$ cat config.mk
export PLATFORM = sky130hd
export DESIGN_NAME = clk_tune_ctrl_flat
export DESIGN_NICKNAME = d
export VERILOG_FILES = /design/src/rtl/clk_tune_ctrl_if.sv /design/src/rtl/clk_tune_ctrl.sv /design/src/flat_wrapper.sv
export SDC_FILE = /design/constraint.sdc
export NUM_CORES = 1
export LEC_CHECK = 0
export CORE_MARGIN = 2
export CORE_UTILIZATION = 55
export DETAILED_ROUTE_END_ITERATION = 10
export PLACE_DENSITY = 0.78
export SLEW_MARGIN = 20
export SYNTH_ARGS = -nofsm -noshare
export SYNTH_HDL_FRONTEND = slang
export SYNTH_SLANG_ARGS = --single-unit
$ cat constraint.sdc
create_clock -name clk -period 7.6 [get_ports clk]
set_input_delay 2.28 -clock clk [delete_from_list [all_inputs] [get_ports clk]]
set_output_delay 2.28 -clock clk [all_outputs]
set_load 0.05 [all_outputs]
$ cat src/rtl/clk_tune_ctrl_if.sv
// clk_tune_ctrl_if -- config/status bundle between the misc Wishbone block,
// the PPS glitch filter and the clock-tune discipline loop.
//   master: drives pps_stb and the cfg_* fields, reads tune/status
//   slave : the discipline loop (clk_tune_ctrl)
// Fields:
//   pps_stb      filtered PPS rising-edge pulse (1 cycle)
//   cfg_en       enable the discipline loop
//   cfg_gain     error right-shift before update (0..7)
//   cfg_man_val  manual tune value
//   cfg_man_stb  load cfg_man_val into tune_val
//   tune_val     PDM tune value (12 bit)
//   tune_oe      PDM output enable
//   stat_state   FSM state
//   stat_locked  loop locked
//   stat_err     last accepted error, signed, saturated to 16 bits
//   stat_upd     one-cycle pulse when the loop updates tune_val
interface clk_tune_ctrl_if;
    logic        pps_stb;
    logic        cfg_en;
    logic [2:0]  cfg_gain;
    logic [11:0] cfg_man_val;
    logic        cfg_man_stb;
    logic [11:0] tune_val;
    logic        tune_oe;
    logic [1:0]  stat_state;
    logic        stat_locked;
    logic [15:0] stat_err;
    logic        stat_upd;

    modport master (
        output pps_stb, cfg_en, cfg_gain, cfg_man_val, cfg_man_stb,
        input  tune_val, tune_oe, stat_state, stat_locked, stat_err, stat_upd
    );

    modport slave (
        input  pps_stb, cfg_en, cfg_gain, cfg_man_val, cfg_man_stb,
        output tune_val, tune_oe, stat_state, stat_locked, stat_err, stat_upd
    );
endinterface

$ cat src/rtl/clk_tune_ctrl.sv
// clk_tune_ctrl -- GPS discipline loop for the 12-bit clock-tune PDM.
// Counts clk cycles between filtered PPS pulses, compares the period with
// TARGET and steps tune_val by the arithmetically shifted, clamped error.
// Reports lock / holdover state.
// Ports:
//   clk  system clock
//   rst  synchronous, active-high reset
//   bus  clk_tune_ctrl_if.slave (pps_stb, cfg_*, tune_*, stat_*)
// Build option:
//   CLK_TUNE_AVG_EN  average 4 accepted errors per tune update
module clk_tune_ctrl #(
    parameter int unsigned TARGET      = 30720000,
    parameter int unsigned W           = 32,
    parameter int unsigned ERR_LIM     = 4096,
    parameter int unsigned LOCK_TOL    = 2,
    parameter int unsigned PPS_TIMEOUT = 34000000
) (
    input  logic           clk,
    input  logic           rst,
    clk_tune_ctrl_if.slave bus
);
    localparam int unsigned SW = W + 4;
    localparam logic signed [W:0]    TARGET_S   = (W+1)'(TARGET);
    localparam logic [W:0]           ERR_LIM_V  = (W+1)'(ERR_LIM);
    localparam logic [W:0]           LOCK_TOL_V = (W+1)'(LOCK_TOL);
    localparam logic [W-1:0]         TIMEOUT_V  = W'(PPS_TIMEOUT);
    localparam logic signed [SW-1:0] TUNE_MAX   = SW'(4095);

    typedef enum logic [1:0] {
        DISABLED = 2'd0,
        ACQUIRE  = 2'd1,
        TRACK    = 2'd2,
        HOLDOVER = 2'd3
    } state_t;

    state_t state, state_nxt;

    logic [W-1:0]         cnt;
    logic signed [W:0]    err;
    logic                 s1_vld;
    logic [1:0]           rej_cnt;
    logic [2:0]           lock_cnt;
    logic [11:0]          tune_val;
    logic                 tune_oe;
    logic [15:0]          stat_err;
    logic                 stat_upd;

    logic                 cnt_sat;
    logic                 meas;
    logic                 s2;
    logic [W:0]           err_abs;
    logic                 accept;
    logic                 reject;
    logic                 in_lock;
    logic                 err_fits;
    logic [15:0]          err_sat;
    logic                 upd_go;
    logic signed [SW-1:0] step;
    logic signed [SW-1:0] diff;
    logic [11:0]          tune_upd;

    assign cnt_sat = (cnt == TIMEOUT_V);
    assign meas    = (state == TRACK) && bus.pps_stb && bus.cfg_en;
    // A coinciding manual load wins over the stage-2 result.
    assign s2      = s1_vld && bus.cfg_en && !bus.cfg_man_stb;
    assign err_abs = err[W] ? (W+1)'(-err) : (W+1)'(err);
    assign accept  = s2 && (err_abs <= ERR_LIM_V);
    assign reject  = s2 && (err_abs > ERR_LIM_V);
    assign in_lock = (err_abs <= LOCK_TOL_V);

    assign err_fits = (err[W:15] == '0) || (err[W:15] == '1);
    assign err_sat  = err_fits ? err[15:0] : (err[W] ? 16'h8000 : 16'h7fff);

`ifdef CLK_TUNE_AVG_EN
    logic signed [W+2:0] sum;
    logic signed [W+2:0] sum_nxt;
    logic [1:0]          acc_cnt;

    assign sum_nxt = sum + (W+3)'(err);
    assign upd_go  = accept && (acc_cnt == 2'd3);
    assign step    = SW'(sum_nxt) >>> ({2'b00, bus.cfg_gain} + 5'd2);

    always_ff @(posedge clk) begin
        if (rst) begin
            sum     <= '0;
            acc_cnt <= '0;
        end else if (state_nxt != TRACK) begin
            sum     <= '0;
            acc_cnt <= '0;
        end else if (accept) begin
            sum     <= (acc_cnt == 2'd3) ? '0 : sum_nxt;
            acc_cnt <= acc_cnt + 2'd1;
        end
    end
`else
    assign upd_go = accept;
    assign step   = SW'(err) >>> bus.cfg_gain;
`endif

    assign diff = SW'($signed({1'b0, tune_val})) - step;

    always_comb begin
        tune_upd = diff[11:0];
        if (diff[SW-1]) begin
            tune_upd = '0;
        end else if (diff > TUNE_MAX) begin
            tune_upd = '1;
        end
    end

    always_comb begin
        state_nxt = state;
        if (!bus.cfg_en) begin
            state_nxt = DISABLED;
        end else begin
            case (state)
                DISABLED: state_nxt = ACQUIRE;
                ACQUIRE:  if (bus.pps_stb) state_nxt = TRACK;
                TRACK: begin
                    if (reject && (rej_cnt == 2'd2)) begin
                        state_nxt = ACQUIRE;
                    end else if (cnt_sat && !bus.pps_stb) begin
                        state_nxt = HOLDOVER;
                    end
                end
                HOLDOVER: if (bus.pps_stb) state_nxt = TRACK;
                default:  state_nxt = DISABLED;
            endcase
        end
    end

    always_ff @(posedge clk) begin
        if (rst) begin
            state    <= DISABLED;
            cnt      <= '0;
            err      <= '0;
            s1_vld   <= 1'b0;
            rej_cnt  <= '0;
            lock_cnt <= '0;
            tune_val <= '0;
            tune_oe  <= 1'b0;
            stat_err <= '0;
            stat_upd <= 1'b0;
        end else begin
            state    <= state_nxt;
            stat_upd <= 1'b0;

            if (bus.pps_stb) begin
                cnt <= W'(1);
            end else if (!cnt_sat) begin
                cnt <= cnt + W'(1);
            end

            s1_vld <= meas;
            if (meas) begin
                err <= $signed({1'b0, cnt}) - TARGET_S;
            end

            if (bus.cfg_man_stb || ((state_nxt == ACQUIRE) && (state != ACQUIRE))) begin
                tune_oe <= 1'b1;
            end

            if (bus.cfg_man_stb) begin
                tune_val <= bus.cfg_man_val;
            end else if (upd_go) begin
                tune_val <= tune_upd;
                stat_upd <= 1'b1;
            end

            if (accept) begin
                stat_err <= err_sat;
                rej_cnt  <= '0;
                if (!in_lock) begin
                    lock_cnt <= '0;
                end else if (lock_cnt != 3'd4) begin
                    lock_cnt <= lock_cnt + 3'd1;
                end
            end else if (reject) begin
                rej_cnt <= rej_cnt + 2'd1;
            end

            if (state_nxt != TRACK) begin
                rej_cnt  <= '0;
                lock_cnt <= '0;
            end
        end
    end

    assign bus.tune_val    = tune_val;
    assign bus.tune_oe     = tune_oe;
    assign bus.stat_state  = state;
    assign bus.stat_locked = (lock_cnt == 3'd4);
    assign bus.stat_err    = stat_err;
    assign bus.stat_upd    = stat_upd;
endmodule

$ cat src/flat_wrapper.sv
// flat-port wrapper written by rule: the top's interface ports become plain ports
module clk_tune_ctrl_flat 
#(
    parameter int unsigned TARGET      = 30720000,
    parameter int unsigned W           = 32,
    parameter int unsigned ERR_LIM     = 4096,
    parameter int unsigned LOCK_TOL    = 2,
    parameter int unsigned PPS_TIMEOUT = 34000000
)
  (clk, rst, bus_pps_stb, bus_cfg_en, bus_cfg_gain, bus_cfg_man_val, bus_cfg_man_stb, bus_tune_val, bus_tune_oe, bus_stat_state, bus_stat_locked, bus_stat_err, bus_stat_upd);
  clk_tune_ctrl_if bus_i ();
  input  logic clk;
  input  logic rst;
  input wire logic [$bits(bus_i.pps_stb)-1:0] bus_pps_stb;
  input wire logic [$bits(bus_i.cfg_en)-1:0] bus_cfg_en;
  input wire logic [$bits(bus_i.cfg_gain)-1:0] bus_cfg_gain;
  input wire logic [$bits(bus_i.cfg_man_val)-1:0] bus_cfg_man_val;
  input wire logic [$bits(bus_i.cfg_man_stb)-1:0] bus_cfg_man_stb;
  output wire logic [$bits(bus_i.tune_val)-1:0] bus_tune_val;
  output wire logic [$bits(bus_i.tune_oe)-1:0] bus_tune_oe;
  output wire logic [$bits(bus_i.stat_state)-1:0] bus_stat_state;
  output wire logic [$bits(bus_i.stat_locked)-1:0] bus_stat_locked;
  output wire logic [$bits(bus_i.stat_err)-1:0] bus_stat_err;
  output wire logic [$bits(bus_i.stat_upd)-1:0] bus_stat_upd;
  assign bus_i.pps_stb = bus_pps_stb;
  assign bus_i.cfg_en = bus_cfg_en;
  assign bus_i.cfg_gain = bus_cfg_gain;
  assign bus_i.cfg_man_val = bus_cfg_man_val;
  assign bus_i.cfg_man_stb = bus_cfg_man_stb;
  assign bus_tune_val = bus_i.tune_val;
  assign bus_tune_oe = bus_i.tune_oe;
  assign bus_stat_state = bus_i.stat_state;
  assign bus_stat_locked = bus_i.stat_locked;
  assign bus_stat_err = bus_i.stat_err;
  assign bus_stat_upd = bus_i.stat_upd;
  clk_tune_ctrl #(.TARGET(TARGET), .W(W), .ERR_LIM(ERR_LIM), .LOCK_TOL(LOCK_TOL), .PPS_TIMEOUT(PPS_TIMEOUT)) u_core (.clk(clk), .rst(rst), .bus(bus_i));
endmodule
; ---- After elaboration in Yosys (flattened, before gate mapping)
; Cells that the tools add are included.
[totals]
elab_cells = 74
out_inout_bits = 33
input_bits = 20
regBits = 103
[classes]
reduce_logical = 22
add_sub_neg = 6
n_eq_ne = 13
order_cmp = 4
muxes = 17
n_shift = 1
[ops]
columns = cell, count
row1 = 12-bit two-way mux, 4
row2 = 36-bit by 13-bit > comparator with 1-bit output (second input constant), 1
row3 = 33-bit by 3-bit >>> shifter with 36-bit output, 1
row4 = 13-bit by 36-bit subtractor with 36-bit output, 1
row5 = 33-bit by 13-bit > comparator with 1-bit output (second input constant), 1
row6 = 33-bit by 13-bit less-or-equal comparator with 1-bit output (second input constant), 1
row7 = 33-bit by 2-bit less-or-equal comparator with 1-bit output (second input constant), 1
row8 = 33-bit two-way mux, 1
row9 = 33-bit negator, 1
row10 = 32-bit by 25-bit subtractor with 33-bit output (second input constant), 1
row11 = 32-bit by 1-bit adder with 32-bit output (second input constant), 1
row12 = 32-bit by 26-bit equality test with 1-bit output (second input constant), 1
row13 = 16-bit two-way mux, 2
row14 = 18-bit equality test (second input constant), 1
row15 = 18-bit logical NOT, 1
row16 = 1-bit logical AND, 9
row17 = 2-bit two-way mux, 4
row18 = 2-bit OR reduction, 4
row19 = 2-bit equality test (second input constant), 3
row20 = 3-bit two-way mux, 2
row21 = 2-bit != test (second input constant), 3
row22 = 2-bit one-hot mux with 3 select lines, 1
row23 = 2-bit by 1-bit equality test with 1-bit output (second input constant), 2
row24 = 3-bit by 1-bit adder with 3-bit output (second input constant), 1
row25 = 11 further kinds, 15

; ---- Depth between registers and ports, before layout
[logic_depth]
depth_word = 11
ltp_mapped = 24
ltp_nobuf = 17

; ---- Worst setup path before layout
; No wires, ideal clock.
[synth_path]
kind = input port to flip-flop
from = input port bus_cfg_gain[1]
to = register u_core.tune_val[2], in the netlist u_core.bus.tune_val[2]
required_time_ns = 7.477
slack_ns = -0.326
cell_stages = 24
arrival_time_ns = 7.803
n_path_buf = 7
setup_ns = 0.123
cell_sequence = buf_4 buf_2 buf_2 buf_2 buf_1 buf_1 mux2i_1 mux2i_1 nand2_1 o21ai_0 ha_1 inv_1 fa_1 a21o_1 a41o_1 a311oi_1 or2_2 nor4b_1 o211ai_1 a2111o_1 or4_1 o31ai_2 buf_6 nand3_2
[synth_via]
elab_chain_cells = 7
[synth_lines]
columns = element, line
row1 = start: declaration, flat_wrapper.sv:16  ; input wire logic [$bits(bus_i.cfg_gain)-1:0] bus_cfg_gain;
row2 = 33-bit by 3-bit >>> shifter with 36-bit output *, clk_tune_ctrl.sv:97  ; assign step = SW'(err) >>> bus.cfg_gain;
row3 = 13-bit by 36-bit subtractor with 36-bit output *, clk_tune_ctrl.sv:100  ; assign diff = SW'($signed({1'b0, tune_val})) - step;
row4 = 36-bit by 13-bit > comparator with 1-bit output, clk_tune_ctrl.sv:106  ; end else if (diff > TUNE_MAX) begin
row5 = 12-bit two-way mux, clk_tune_ctrl.sv:106
row6 = 12-bit two-way mux *, clk_tune_ctrl.sv:104  ; if (diff[SW-1]) begin
row7 = 12-bit two-way mux *, clk_tune_ctrl.sv:165  ; end else if (upd_go) begin
row8 = 12-bit two-way mux *, clk_tune_ctrl.sv:163  ; if (bus.cfg_man_stb) begin
row9 = end signal: assignment, clk_tune_ctrl.sv:164  ; tune_val <= bus.cfg_man_val;
row10 = end signal: assignment, clk_tune_ctrl.sv:166  ; tune_val <= tune_upd;
row11 = end: declaration, clk_tune_ctrl.sv:43  ; logic [11:0] tune_val;
; Every way passes the cells marked *; elsewhere a longest branch is shown, timed or not. The select of a mux whose other input is x is not followed.
; A chain may end at the register's enable or synchronous reset.

; ---- Worst setup path in the final report
[layout_path]
from = input port bus_cfg_gain[1]
to = register u_core.tune_val[0], in the netlist u_core.bus.tune_val[0]
; The elaborated chain is that of the path after synthesis.

==> impl_metrics.env <==
export IMPL_clockBufferDepth=2
export IMPL_num_rows=45
export IMPL_utilization=0.6058
export IMPL_crit_top_cell="mux2i_1"
export IMPL_cp_slowest_cell="a311oi_1"
export IMPL_fin_tns_setup_ps=0
export IMPL_grt_util_all_layers=0.2690
export IMPL_antenna_cells=0
export IMPL_die_y_um=128.1
export IMPL_antenna_left=0
export IMPL_vdd_ir_drop_worst_mv=0.1615
export IMPL_final_setup_worst_slack_ps=772.7
export IMPL_portBuffers=52
export IMPL_fin_crit_sh=0.8983
export IMPL_die_w_um=128.1
export IMPL_worst_setup_path_type="in2reg"
export IMPL_whs_ps=459.2
export IMPL_cts_max_level=3
export IMPL_async_flop_share=0
export IMPL_leakage_uw=0.003381
export IMPL_finalSetupViolations=0
export IMPL_place_gp_congestion=0.9358
export IMPL_synth_cells=1116
export IMPL_worstHoldPathType="reg2reg"
export IMPL_worstPathMaxFanout=22
export IMPL_cts_made_buffers=9
export IMPL_ys_types=84
export IMPL_grt_max_degree=60
export IMPL_vias_per_cell=6.408
export IMPL_cts_tree="done"
export IMPL_cts_setup_buffers=0
export IMPL_drive_above_1_share=0.08204
export IMPL_nets=1135
export IMPL_start_kind="input port"
export IMPL_synth_fp_nets=1159
export IMPL_synth_most_common_cell="nand2_1"
export IMPL_yosys_top_cells_area="dfxtp_1 (24%), nand2_1 (6.2%), a21oi_1 (5.2%)"
export IMPL_first_iter_violations=779
export IMPL_clk_pin_slew_ps=70
export IMPL_ys_seq_area_frac=0.2434
export IMPL_clock_sinks=103
export IMPL_antenna_found_initial=0
export IMPL_status="complete, no violations"
export IMPL_drtPass1Iterations=5
export IMPL_synthTopCellsByCount="nand2_1 (141), nor2_1 (108), dfxtp_1 (103), a21oi_1 (88), clkbuf_1 (79)"
export IMPL_grt_pass1_wl_um=36450
export IMPL_ys_flop_type="dfxtp_1"
export IMPL_syn_avg_cell_area_um2=7.592
export IMPL_root_buffer="clkbuf_16"
export IMPL_skew_ps=12.12
export IMPL_cp_required_ps=7840
export IMPL_crit_chain="buf_2 > mux2i_1 > mux2i_1 > nand2_1 > o21ai_0 > ha_1 > inv_1 > fa_1 > a21o_1 > a41o_1 > a311oi_1 > or2_2 > nor4b_1 > o211ai_1 > a2111o_1 > or4_1 > o31ai_2 > buf_4 > nand3_1"
export IMPL_fmax_mhz=146.5
export IMPL_synth_warnings=0
export IMPL_r2r_slack_ps=2560
export IMPL_drcViolationCount=0
export IMPL_synth_largest_area_cell="dfxtp_1"
export IMPL_synth_edf_count=0
export IMPL_maxCapViolCount=0
export IMPL_initial_core_util=0.5594
export IMPL_synth_top_area_share=0.2434
export IMPL_wl_um=21560
export IMPL_synth_area_um2=8473
export IMPL_core_um2=15150
export IMPL_dp_hpwl_um=15680
export IMPL_cp_slowest_stage_delay_ps=590
export IMPL_ios=53
export IMPL_endpoint_kind="register"
export IMPL_clock_latency_ps=360
export IMPL_place_ws_ps=432.4
export IMPL_die_area_um2=16410
export IMPL_hold_buffers=0
export IMPL_layout_min_cycle_time_ps=6827
export IMPL_ys_ff_latch=103
export IMPL_grt_overflow=0
export IMPL_slew_headroom=0.3483
export IMPL_finalHoldViolCount=0
export IMPL_cellPowerDensity_nw_per_um2=134.1
export IMPL_worstMarginPinSlew_ps=974.8
export IMPL_rsz0062_at_grt="no"
export IMPL_post_cts_resized=0
export IMPL_area_growth_pct=8.284
export IMPL_wl_per_cell_um=16.78
export IMPL_cp_arrival_ps=7060
export IMPL_vias=8234
export IMPL_drv_slew=0
export IMPL_grt_pass1_vias=7536
[metrics by stage]
| stage | instance area [um^2] | instances | power (uW) |
|---|---|---|---|
| final | 9175 | 1285 | 1230 |
| after global routing | 9175 | 1285 | 1283 |
| after CTS | 9175 | 1285 | 1237 |
| after detailed placement | 8884 | 1269 | 785.3 |
| after global placement | 8884 | 1269 | 782.4 |
| after floorplan | 8476 | 1116 | 735.2 |
[kinds of logic after synthesis]
| group | count (synthesis) | share of synthesized area |
|---|---|---|
| AND/OR/NAND/NOR | 475 | 0.2860 |
| AO/OA/AOI/OAI | 263 | 0.2075 |
| buffers and inverters | 131 | 0.06231 |
| flip-flops | 103 | 0.2434 |
| multiplexers | 68 | 0.1112 |
| XOR/XNOR | 53 | 0.05478 |
| adder cells (fa/ha/maj) | 23 | 0.03485 |
[power by group]
part / internal [uW] / switching, uW / leakage (uW)
clock: 238 / 216 / 0.000144
sequential: 545 / 8.84 / 0.000833
combinational: 90.5 / 131 / 0.00240
[routing by layer]
metal / global-route usage / share of wire / vias up
met3: 0.04925 / 0.061 / 57
li1: - / - / 4051
met1: 0.3640 / 0.44 / 3811
met2: 0.4291 / 0.47 / 315
met4: 0.1008 / 0.029 / 0
met5: 0 / 0 / -
[sequential cells by signal, indices dropped and copies added, names as in the netlist]
register               cells
u_core.bus.stat_err       16
u_core.s1_vld              1
u_core.cnt                32
u_core.err                33
u_core.bus.stat_upd        1
u_core.rej_cnt             2
u_core.bus.tune_val       12
u_core.lock_cnt            3
u_core.bus.stat_state      2
u_core.bus.tune_oe         1
[layout make-up]
type                    instances  area, um^2
clock buffers                  11       242.7
clock inverters                 5       48.80
fillers                      1369        5971
inverters                      34       127.6
multi-input cells             882        5883
flip-flops and latches        103        2062
well taps                     188       235.2
repair buffers                 62       575.6
[worst paths after layout]
kind	from	end	depth (start not counted)
max reg2reg	u_core.err[16]	u_core.bus.tune_val[0]	14
min reg2reg	u_core.bus.stat_err[14]	u_core.bus.stat_err[14]	2
max	bus_cfg_gain[1]	u_core.bus.tune_val[0]	19
min	u_core.bus.stat_err[14]	u_core.bus.stat_err[14]	2
[cell usage in the layout (no fill, tap or decap), types with 7 or more instances in the layout]
| cell | instances |
|---|---|
| a22oi_1 | 7 |
| a32oi_1 | 10 |
| nor4_1 | 12 |
| nand3_2 | 10 |
| ha_1 | 22 |
| nand3_1 | 20 |
| inv_1 | 33 |
| nand4_1 | 25 |
| nor2_1 | 108 |
| xnor2_1 | 25 |
| xor2_1 | 28 |
| or4_1 | 13 |
| a21oi_1 | 88 |
| nor2b_1 | 7 |
| a211oi_1 | 26 |
| mux2i_1 | 39 |
| dfxtp_1 | 103 |
| buf_4 | 10 |
| a31oi_1 | 11 |
| and3_1 | 17 |
| mux2_2 | 9 |
| or2_2 | 10 |
| nor3_1 | 46 |
| and2_1 | 7 |
| nand2b_1 | 10 |
| clkdlybuf4s50_1 | 48 |
| a21o_1 | 11 |
| mux4_2 | 19 |
| nand2_1 | 141 |
| or3_1 | 15 |
| o21ai_0 | 35 |
| clkbuf_16 | 9 |
[worst max-delay path, delay by kind of cell]
kind                     cells  cell delay, ps
AO/OA/AOI/OAI                7            1930
multiplexers                 2             380
buffers and inverters        3             730
adder cells (fa/ha/maj)      2             600
AND/OR/NAND/NOR              5            1100
Power figures use the tool's default switching activity.
